<file path="src/rtl/key_debounce_pkg.sv">
// Shared constants and helpers for the key debounce array.
// Optional long-press detection is enabled by defining KEY_DEBOUNCE_LONGPRESS_EN.
package key_debounce_pkg;

    // Default build-time configuration
    localparam int DEF_N_CH   = 8;
    localparam int DEF_CNT_W  = 22;
    localparam int DEF_HOLD_W = 4;

    // Debounced edge event produced by a channel on a level update
    typedef enum logic [1:0] {
        EVT_NONE    = 2'd0,
        EVT_PRESS   = 2'd1,
        EVT_RELEASE = 2'd2
    } key_evt_e;

    // Width needed to hold a channel index, never less than one bit
    function automatic int code_width(input int n);
        int w;
        w = 1;
        while ((1 << w) < n) begin
            w = w + 1;
        end
        return w;
    endfunction

endpackage

</file>
<file path="src/rtl/key_debounce_chan.sv">
// One debounced key channel: two-flop synchroniser, stability counter,
// registered debounced level and one-cycle press/release pulses.
// Used by key_debounce_array; KEY_DEBOUNCE_LONGPRESS_EN does not affect it.
module key_debounce_chan
    import key_debounce_pkg::*;
#(
    parameter int CNT_W = DEF_CNT_W
) (
    input  logic CLK,
    input  logic RESET,
    input  logic key_in,
    output logic key_level,
    output logic key_press,
    output logic key_release
);

    localparam logic [CNT_W-1:0] TERM = '1;

    logic             s1;
    logic             s2;
    logic [CNT_W-1:0] count;
    logic             inc;
    logic             update;
    key_evt_e         evt;

    // Bring the asynchronous key level into the clock domain
    always_ff @(posedge CLK) begin
        if (!RESET) begin
            s1 <= 1'b0;
            s2 <= 1'b0;
        end else begin
            s1 <= key_in;
            s2 <= s1;
        end
    end

    // Decide whether the synchronised level is a stable candidate for a new level
    always_comb begin
        inc    = (s1 == s2) && (s2 != key_level);
        update = inc && (count == TERM);
        evt    = EVT_NONE;
        if (update) begin
            evt = s2 ? EVT_PRESS : EVT_RELEASE;
        end
    end

    // Count stable samples; adopt the new level once the threshold is met
    always_ff @(posedge CLK) begin
        if (!RESET) begin
            count     <= '0;
            key_level <= 1'b0;
        end else if (!inc) begin
            count     <= '0;
        end else if (update) begin
            count     <= '0;
            key_level <= s2;
        end else begin
            count     <= count + 1'b1;
        end
    end

    // Pulses line up with the cycle the debounced level first changes
    always_ff @(posedge CLK) begin
        if (!RESET) begin
            key_press   <= 1'b0;
            key_release <= 1'b0;
        end else begin
            key_press   <= (evt == EVT_PRESS);
            key_release <= (evt == EVT_RELEASE);
        end
    end

endmodule

</file>
<file path="src/rtl/key_debounce_array.sv">
// Array of debounced key channels with a lowest-index priority encoder.
// Defining KEY_DEBOUNCE_LONGPRESS_EN adds a shared prescaler and per-channel
// hold counters that drive KEY_LONG; otherwise KEY_LONG is tied low.
module key_debounce_array
    import key_debounce_pkg::*;
#(
    parameter int N_CH   = DEF_N_CH,
    parameter int CNT_W  = DEF_CNT_W,
    parameter int HOLD_W = DEF_HOLD_W
) (
    input  logic                        CLK,
    input  logic                        RESET,
    input  logic [N_CH-1:0]             KEY_IN,
    output logic [N_CH-1:0]             KEY_LEVEL,
    output logic [N_CH-1:0]             KEY_PRESS,
    output logic [N_CH-1:0]             KEY_RELEASE,
    output logic [N_CH-1:0]             KEY_LONG,
    output logic [code_width(N_CH)-1:0] KEY_CODE,
    output logic                        KEY_VALID
);

    localparam int CODE_W = code_width(N_CH);

    // Reject configurations outside the supported range at elaboration
    if (N_CH < 1 || N_CH > 32 || CNT_W < 1 || HOLD_W < 1) begin : g_param_check
        $error("key_debounce_array: unsupported parameter set");
    end

    for (genvar i = 0; i < N_CH; i++) begin : g_chan
        key_debounce_chan #(
            .CNT_W(CNT_W)
        ) u_chan (
            .CLK         (CLK),
            .RESET       (RESET),
            .key_in      (KEY_IN[i]),
            .key_level   (KEY_LEVEL[i]),
            .key_press   (KEY_PRESS[i]),
            .key_release (KEY_RELEASE[i])
        );
    end

    // Lowest-numbered active channel wins; scanning downward lets it overwrite
    always_comb begin
        KEY_CODE  = '0;
        KEY_VALID = |KEY_LEVEL;
        for (int i = N_CH - 1; i >= 0; i--) begin
            if (KEY_LEVEL[i]) begin
                KEY_CODE = CODE_W'(i);
            end
        end
    end

`ifdef KEY_DEBOUNCE_LONGPRESS_EN

    localparam logic [CNT_W-1:0]  PRE_TERM  = '1;
    localparam logic [HOLD_W-1:0] HOLD_TERM = '1;

    logic [CNT_W-1:0]  prescale;
    logic              tick;
    logic [HOLD_W-1:0] hold [N_CH];
    logic [N_CH-1:0]   long_q;

    // Free-running prescaler shared by every channel
    always_ff @(posedge CLK) begin
        if (!RESET) begin
            prescale <= '0;
        end else begin
            prescale <= prescale + 1'b1;
        end
    end

    // One tick per full prescaler period
    always_comb begin
        tick = (prescale == PRE_TERM);
    end

    // Hold counters advance on ticks while pressed and saturate at the long-press mark
    always_ff @(posedge CLK) begin
        if (!RESET) begin
            for (int i = 0; i < N_CH; i++) begin
                hold[i]   <= '0;
                long_q[i] <= 1'b0;
            end
        end else begin
            for (int i = 0; i < N_CH; i++) begin
                long_q[i] <= KEY_LEVEL[i] && tick && (hold[i] == HOLD_TERM - 1'b1);
                if (!KEY_LEVEL[i]) begin
                    hold[i] <= '0;
                end else if (tick && (hold[i] != HOLD_TERM)) begin
                    hold[i] <= hold[i] + 1'b1;
                end
            end
        end
    end

    assign KEY_LONG = long_q;

`else

    assign KEY_LONG = '0;

`endif

endmodule
</file>
<file path="config.mk">
export PLATFORM = sky130hd
export DESIGN_NAME = key_debounce_array
export DESIGN_NICKNAME = d
export VERILOG_FILES = /design/src/rtl/key_debounce_pkg.sv /design/src/rtl/key_debounce_chan.sv /design/src/rtl/key_debounce_array.sv
export SDC_FILE = /design/constraint.sdc
export NUM_CORES = 1
export LEC_CHECK = 0
export BUFFER_PORTS_ARGS = -buffer_cell sky130_fd_sc_hd__buf_2
export CELL_PAD_IN_SITES_DETAIL_PLACEMENT = 1
export CELL_PAD_IN_SITES_GLOBAL_PLACEMENT = 1
export CORE_ASPECT_RATIO = 0.5
export CORE_MARGIN = 3
export CORE_UTILIZATION = 30
export DETAILED_ROUTE_END_ITERATION = 16
export PLACE_DENSITY_LB_ADDON = 0.1
export SKIP_CTS_REPAIR_TIMING = 1
export SLEW_MARGIN = 20
export SYNTH_ARGS = -nofsm -noshare
export SYNTH_HDL_FRONTEND = slang
export SYNTH_SLANG_ARGS = --single-unit
</file>
<file path="constraint.sdc">
create_clock -name CLK -period 3.2 [get_ports CLK]
set_input_delay 0.32 -clock CLK [delete_from_list [all_inputs] [get_ports CLK]]
set_output_delay 0.32 -clock CLK [all_outputs]
set_load 0.02 [all_outputs]
</file>
==> PnR_summary.wiki <==
{| class="wikitable"
! Metric !! Value
|-
| Top fanout value on the critical path || 18
|-
| Req. time, crit path || 3.57 ns
|-
| Final TNS setup || 0 ns
|-
| Worst slew margin relative to its limit || 45.3%
|-
| Switching Power || 1130 uW
|-
| Period Utilization, post-route || 78.1%
|-
| DRT Pass-1 Iters || 4
|-
| Wire length of the first global-routing pass || 38900 microns
|-
| Number of top-level design ports || 46
|-
| Sum of routed wire segments on met1 || 11200 microns
|-
| Number of nets in the finished design || 1130
|-
| IR drop worst, VDD || 257 uV
|-
| Share of the synthesized area in compound gates (AO/OA/AOI/OAI) || 9.29%
|-
| Via density || 5.04
|-
| Starting density of the core || 31.1%
|-
| Initial antenna violation count || 0
|-
| Peak Freq || 400 MHz
|-
| Horizontal extent of the die || 259 microns
|-
| Clock power share || 48.2%
|-
| Top layer in use || met4
|-
| Combinational family with the most area after synthesis || simple AND/OR/NAND/NOR gates
|-
| Via count of the first global-routing pass || 7811
|-
| CTS tree || built
|-
| CP Class || reg -> reg
|-
| Total number of clock tree sinks || 216
|-
| Most numerous cell in the Yosys netlist || sky130_fd_sc_hd__dfxtp_1
|-
| Routed met2 length || 10200 microns
|-
| Hold WC Path Type || in -> reg
|-
| Worst-path clk slew || 0.06 ns
|-
| Post-route total power || 5320 uW
|-
| Net switching fraction of the power || 21.3%
|-
| Max-slew violations || 0
|-
| Mean post-synth cell area || 8.72 sq um
|-
| Max_cap viols || 0
|-
| Area of the core || 31000 sq um
|-
| Xor/xnor share of the synthesized area || 9.55%
|-
| Static leakage power || 0.00326 uW
|-
| Floorplan die area || 34400 sq um
|-
| DRC violations left || 0
|-
| Critical path data arrival time || 2.87 ns
|-
| Cell Int Power || 4190 uW
|-
| Part of the Yosys area used for sequential elements || 44.9%
|-
| Share of final-layout standard cells stronger than drive strength 1 || 8.25%
|-
| Total length of routed met3 wires || 712 microns
|-
| Wire length after detailed routing || 22500 microns
|-
| Most instantiated flip-flop cell in the synthesis netlist || sky130_fd_sc_hd__dfxtp_1
|-
| Adder-cell share of the synthesized area || 1.04%
|-
| Post-synthesis simple-gate area fraction || 29.3%
|-
| Clock latency at the later pin of the worst-skew pair || 0.52 ns
|-
| Combinational group share of total power || 0.9%
|-
| Async set-or-reset flop fraction in the synthesized netlist || 0%
|-
| Number of buffers created by CTS || 22
|-
| Count of yosys warnings during synthesis || 0
|-
| Outcome || complete, no violations
|-
| Number of buffers between clock root and the deepest sink || 3
|-
| Pin slew with the least headroom to its limit || 0.820 ns
|-
| Std-Cell Rows || 45
|-
| Remaining antenna violation count after routing || 0
|-
| Number of design-rule violations left by the first detailed-router iteration || 255
|-
| Final number of setup-violating endpoints || 0
|-
| Number of vias after detailed routing || 7807
|-
| Largest net degree at the start of global routing || 27
|-
| Wirelength per Cell || 14.5 microns
|-
| PortBufs || 37
|-
| Height of the die || 133 microns
|-
| Number of failing hold endpoints at the final stage || 0
|-
| PD cells || 496 nW/um^2
|-
| Post-synth EDFFs || 0
|-
| Critical path capture point type || flip-flop
|-
| Shortest period the worst path allows || 2.50 ns
|-
| Synth unique cells || 58
|-
| Multiplexer area fraction after synthesis || 0.312%
|-
| Area of the mapped netlist || 9630 sq um
|-
| Routability-driven placement congestion ratio || 0.736
|-
| Length in cells of the worst reg-to-reg path || 5
|-
| Setup repair after global routing missed its margin || false
|-
| Post-synthesis cell count || 1105
|-
| Worst Hold Depth || 2
|-
| CTS root buf || sky130_fd_sc_hd__clkbuf_16
|-
| Critical path launch point type || flip-flop
|-
| Level count of the clock H-tree || 1
|-
| Most common library cells after synthesis || 216 x sky130_fd_sc_hd__dfxtp_1, 129 x sky130_fd_sc_hd__nor2_1, 68 x sky130_fd_sc_hd__nand3_1
|-
| Leftover overflow at the end of global routing || 0
|-
| Antenna diode count || 0
|-
| Area growth from synthesis to layout || 11.5%
|-
| Seq cells post-synth || 216
|-
| Post-Route Skew || 0.0112 ns
|-
| Cell accounting for the most synthesized area || sky130_fd_sc_hd__dfxtp_1
|-
| Total routing usage reported by global routing || 13.3%
|-
| Sum of net half-perimeters after detailed placement || 15600 microns
|-
| Synth area leaders || sky130_fd_sc_hd__dfxtp_1 45%, sky130_fd_sc_hd__xnor2_1 5.5%, sky130_fd_sc_hd__nor2_1 5.0%
|-
| Area share of the largest cell type after synthesis || 44.9%
|-
| Sequential share of power || 50.9%
|}
## worst paths after layout
path	start	to	slack (ns)
max	g_chan[5].u_chan.count[0]$_SDFF_PP0_	g_chan[5].u_chan.count[11]$_SDFF_PP0_	0.70
min	KEY_IN[6]	g_chan[6].u_chan.s1$_SDFF_PN0_	0.009
min reg2reg	g_chan[2].u_chan.count[0]$_SDFF_PP0_	g_chan[2].u_chan.count[0]$_SDFF_PP0_	0.45
max reg2reg	g_chan[5].u_chan.count[0]$_SDFF_PP0_	g_chan[5].u_chan.count[11]$_SDFF_PP0_	0.70
## cells in the final DEF, fill, tap and decap left out, types with 6 or more instances in the layout
| cell | Yosys | final |
|---|---|---|
| sky130_fd_sc_hd__o21ai_0 | 33 | 33 |
| sky130_fd_sc_hd__o211ai_1 | 7 | 7 |
| sky130_fd_sc_hd__clkbuf_8 | 0 | 7 |
| sky130_fd_sc_hd__conb_1 | 1 | 8 |
| sky130_fd_sc_hd__and3_1 | 18 | 18 |
| sky130_fd_sc_hd__ha_1 | 8 | 8 |
| sky130_fd_sc_hd__xor2_1 | 45 | 45 |
| sky130_fd_sc_hd__and3b_1 | 6 | 6 |
| sky130_fd_sc_hd__or3_1 | 29 | 29 |
| sky130_fd_sc_hd__clkbuf_16 | 0 | 23 |
| sky130_fd_sc_hd__a21oi_1 | 52 | 52 |
| sky130_fd_sc_hd__or4_1 | 34 | 34 |
| sky130_fd_sc_hd__nand2_1 | 65 | 65 |
| sky130_fd_sc_hd__nor4_1 | 24 | 24 |
| sky130_fd_sc_hd__and4_1 | 18 | 18 |
| sky130_fd_sc_hd__nor2_1 | 129 | 129 |
| sky130_fd_sc_hd__o31ai_1 | 26 | 26 |
| sky130_fd_sc_hd__nor3b_1 | 6 | 6 |
| sky130_fd_sc_hd__nor3_1 | 24 | 24 |
| sky130_fd_sc_hd__nand4_1 | 50 | 50 |
| sky130_fd_sc_hd__nand3_1 | 68 | 68 |
| sky130_fd_sc_hd__buf_2 | 8 | 37 |
| sky130_fd_sc_hd__xnor2_1 | 60 | 60 |
| sky130_fd_sc_hd__dfxtp_1 | 216 | 216 |
| sky130_fd_sc_hd__and2_1 | 24 | 24 |
| sky130_fd_sc_hd__clkbuf_1 | 26 | 6 |
| sky130_fd_sc_hd__inv_1 | 36 | 36 |
| sky130_fd_sc_hd__buf_4 | 34 | 7 |
## routing by layer
metal  vias to the layer above  track usage, %
met2                        61            21.8
met3                        27            2.85
met1                      3809            17.9
li1                       3910               -
met4                         0            2.92
met5                         -               0
## area by class of cell
type / instances / area, sq um
Clock inverter: 3 / 17.5
Clock buffer: 36 / 694
Fill cell: 3619 / 20200
Inverter: 36 / 135
Multi-Input combinational cell: 791 / 4790
Sequential cell: 216 / 4320
Tap cell: 423 / 529
Timing Repair Buffer: 45 / 248
## logic make-up after synthesis
group | Yosys count
adder cells (fa/ha/maj) | 8
multiplexers | 3
other | 1
flip-flops | 216
XOR/XNOR | 105
buffers and inverters | 105
AND/OR/NAND/NOR | 522
AO/OA/AOI/OAI | 145
## power by group through the flow
stage	clock, uW	combinational, uW	sequential (uW)
after floorplan	0	38.6	2770
after global placement	0	46.7	2770
after detailed placement	0	47.7	2770
after CTS	2690	47.9	2710
after global routing	2820	53.5	2710
final	2570	47.2	2710
## worst max-delay path, cell delays in order (launching register included)
cell and delay [ns]:
sky130_fd_sc_hd__dfxtp_1 0.38, sky130_fd_sc_hd__ha_1 0.20, sky130_fd_sc_hd__nand3_1 0.22, sky130_fd_sc_hd__or4_1 0.75
sky130_fd_sc_hd__o21bai_2 0.67, sky130_fd_sc_hd__nor2_1 0.13
## metrics by stage
stage / cells / cell area, sq um / setup slack [ns] / hold slack, ns / utilization (%)
final: 1550 / 10700 / 0.702 / 0.00874 / 34.7
after global routing: 1550 / 10700 / 0.432 / 0.00726 / 34.7
after CTS: 1549 / 10700 / 0.628 / -0.0170 / 34.7
after detailed placement: 1510 / 10000 / 0.648 / 0.443 / 32.4
after global placement: 1510 / 10000 / 0.744 / 0.419 / 32.4
after floorplan: 1112 / 9660 / 1.19 / 0.413 / -
## sequential cells by signal, indices dropped and copies added, names as in the netlist
name                       cells
g_chan.u_chan.key_press        8
g_chan.u_chan.key_release      8
g_chan.u_chan.s2               8
g_chan.u_chan.count          176
g_chan.u_chan.key_level        8
g_chan.u_chan.s1               8
No activity file was read; power rests on OpenSTA's default activity.
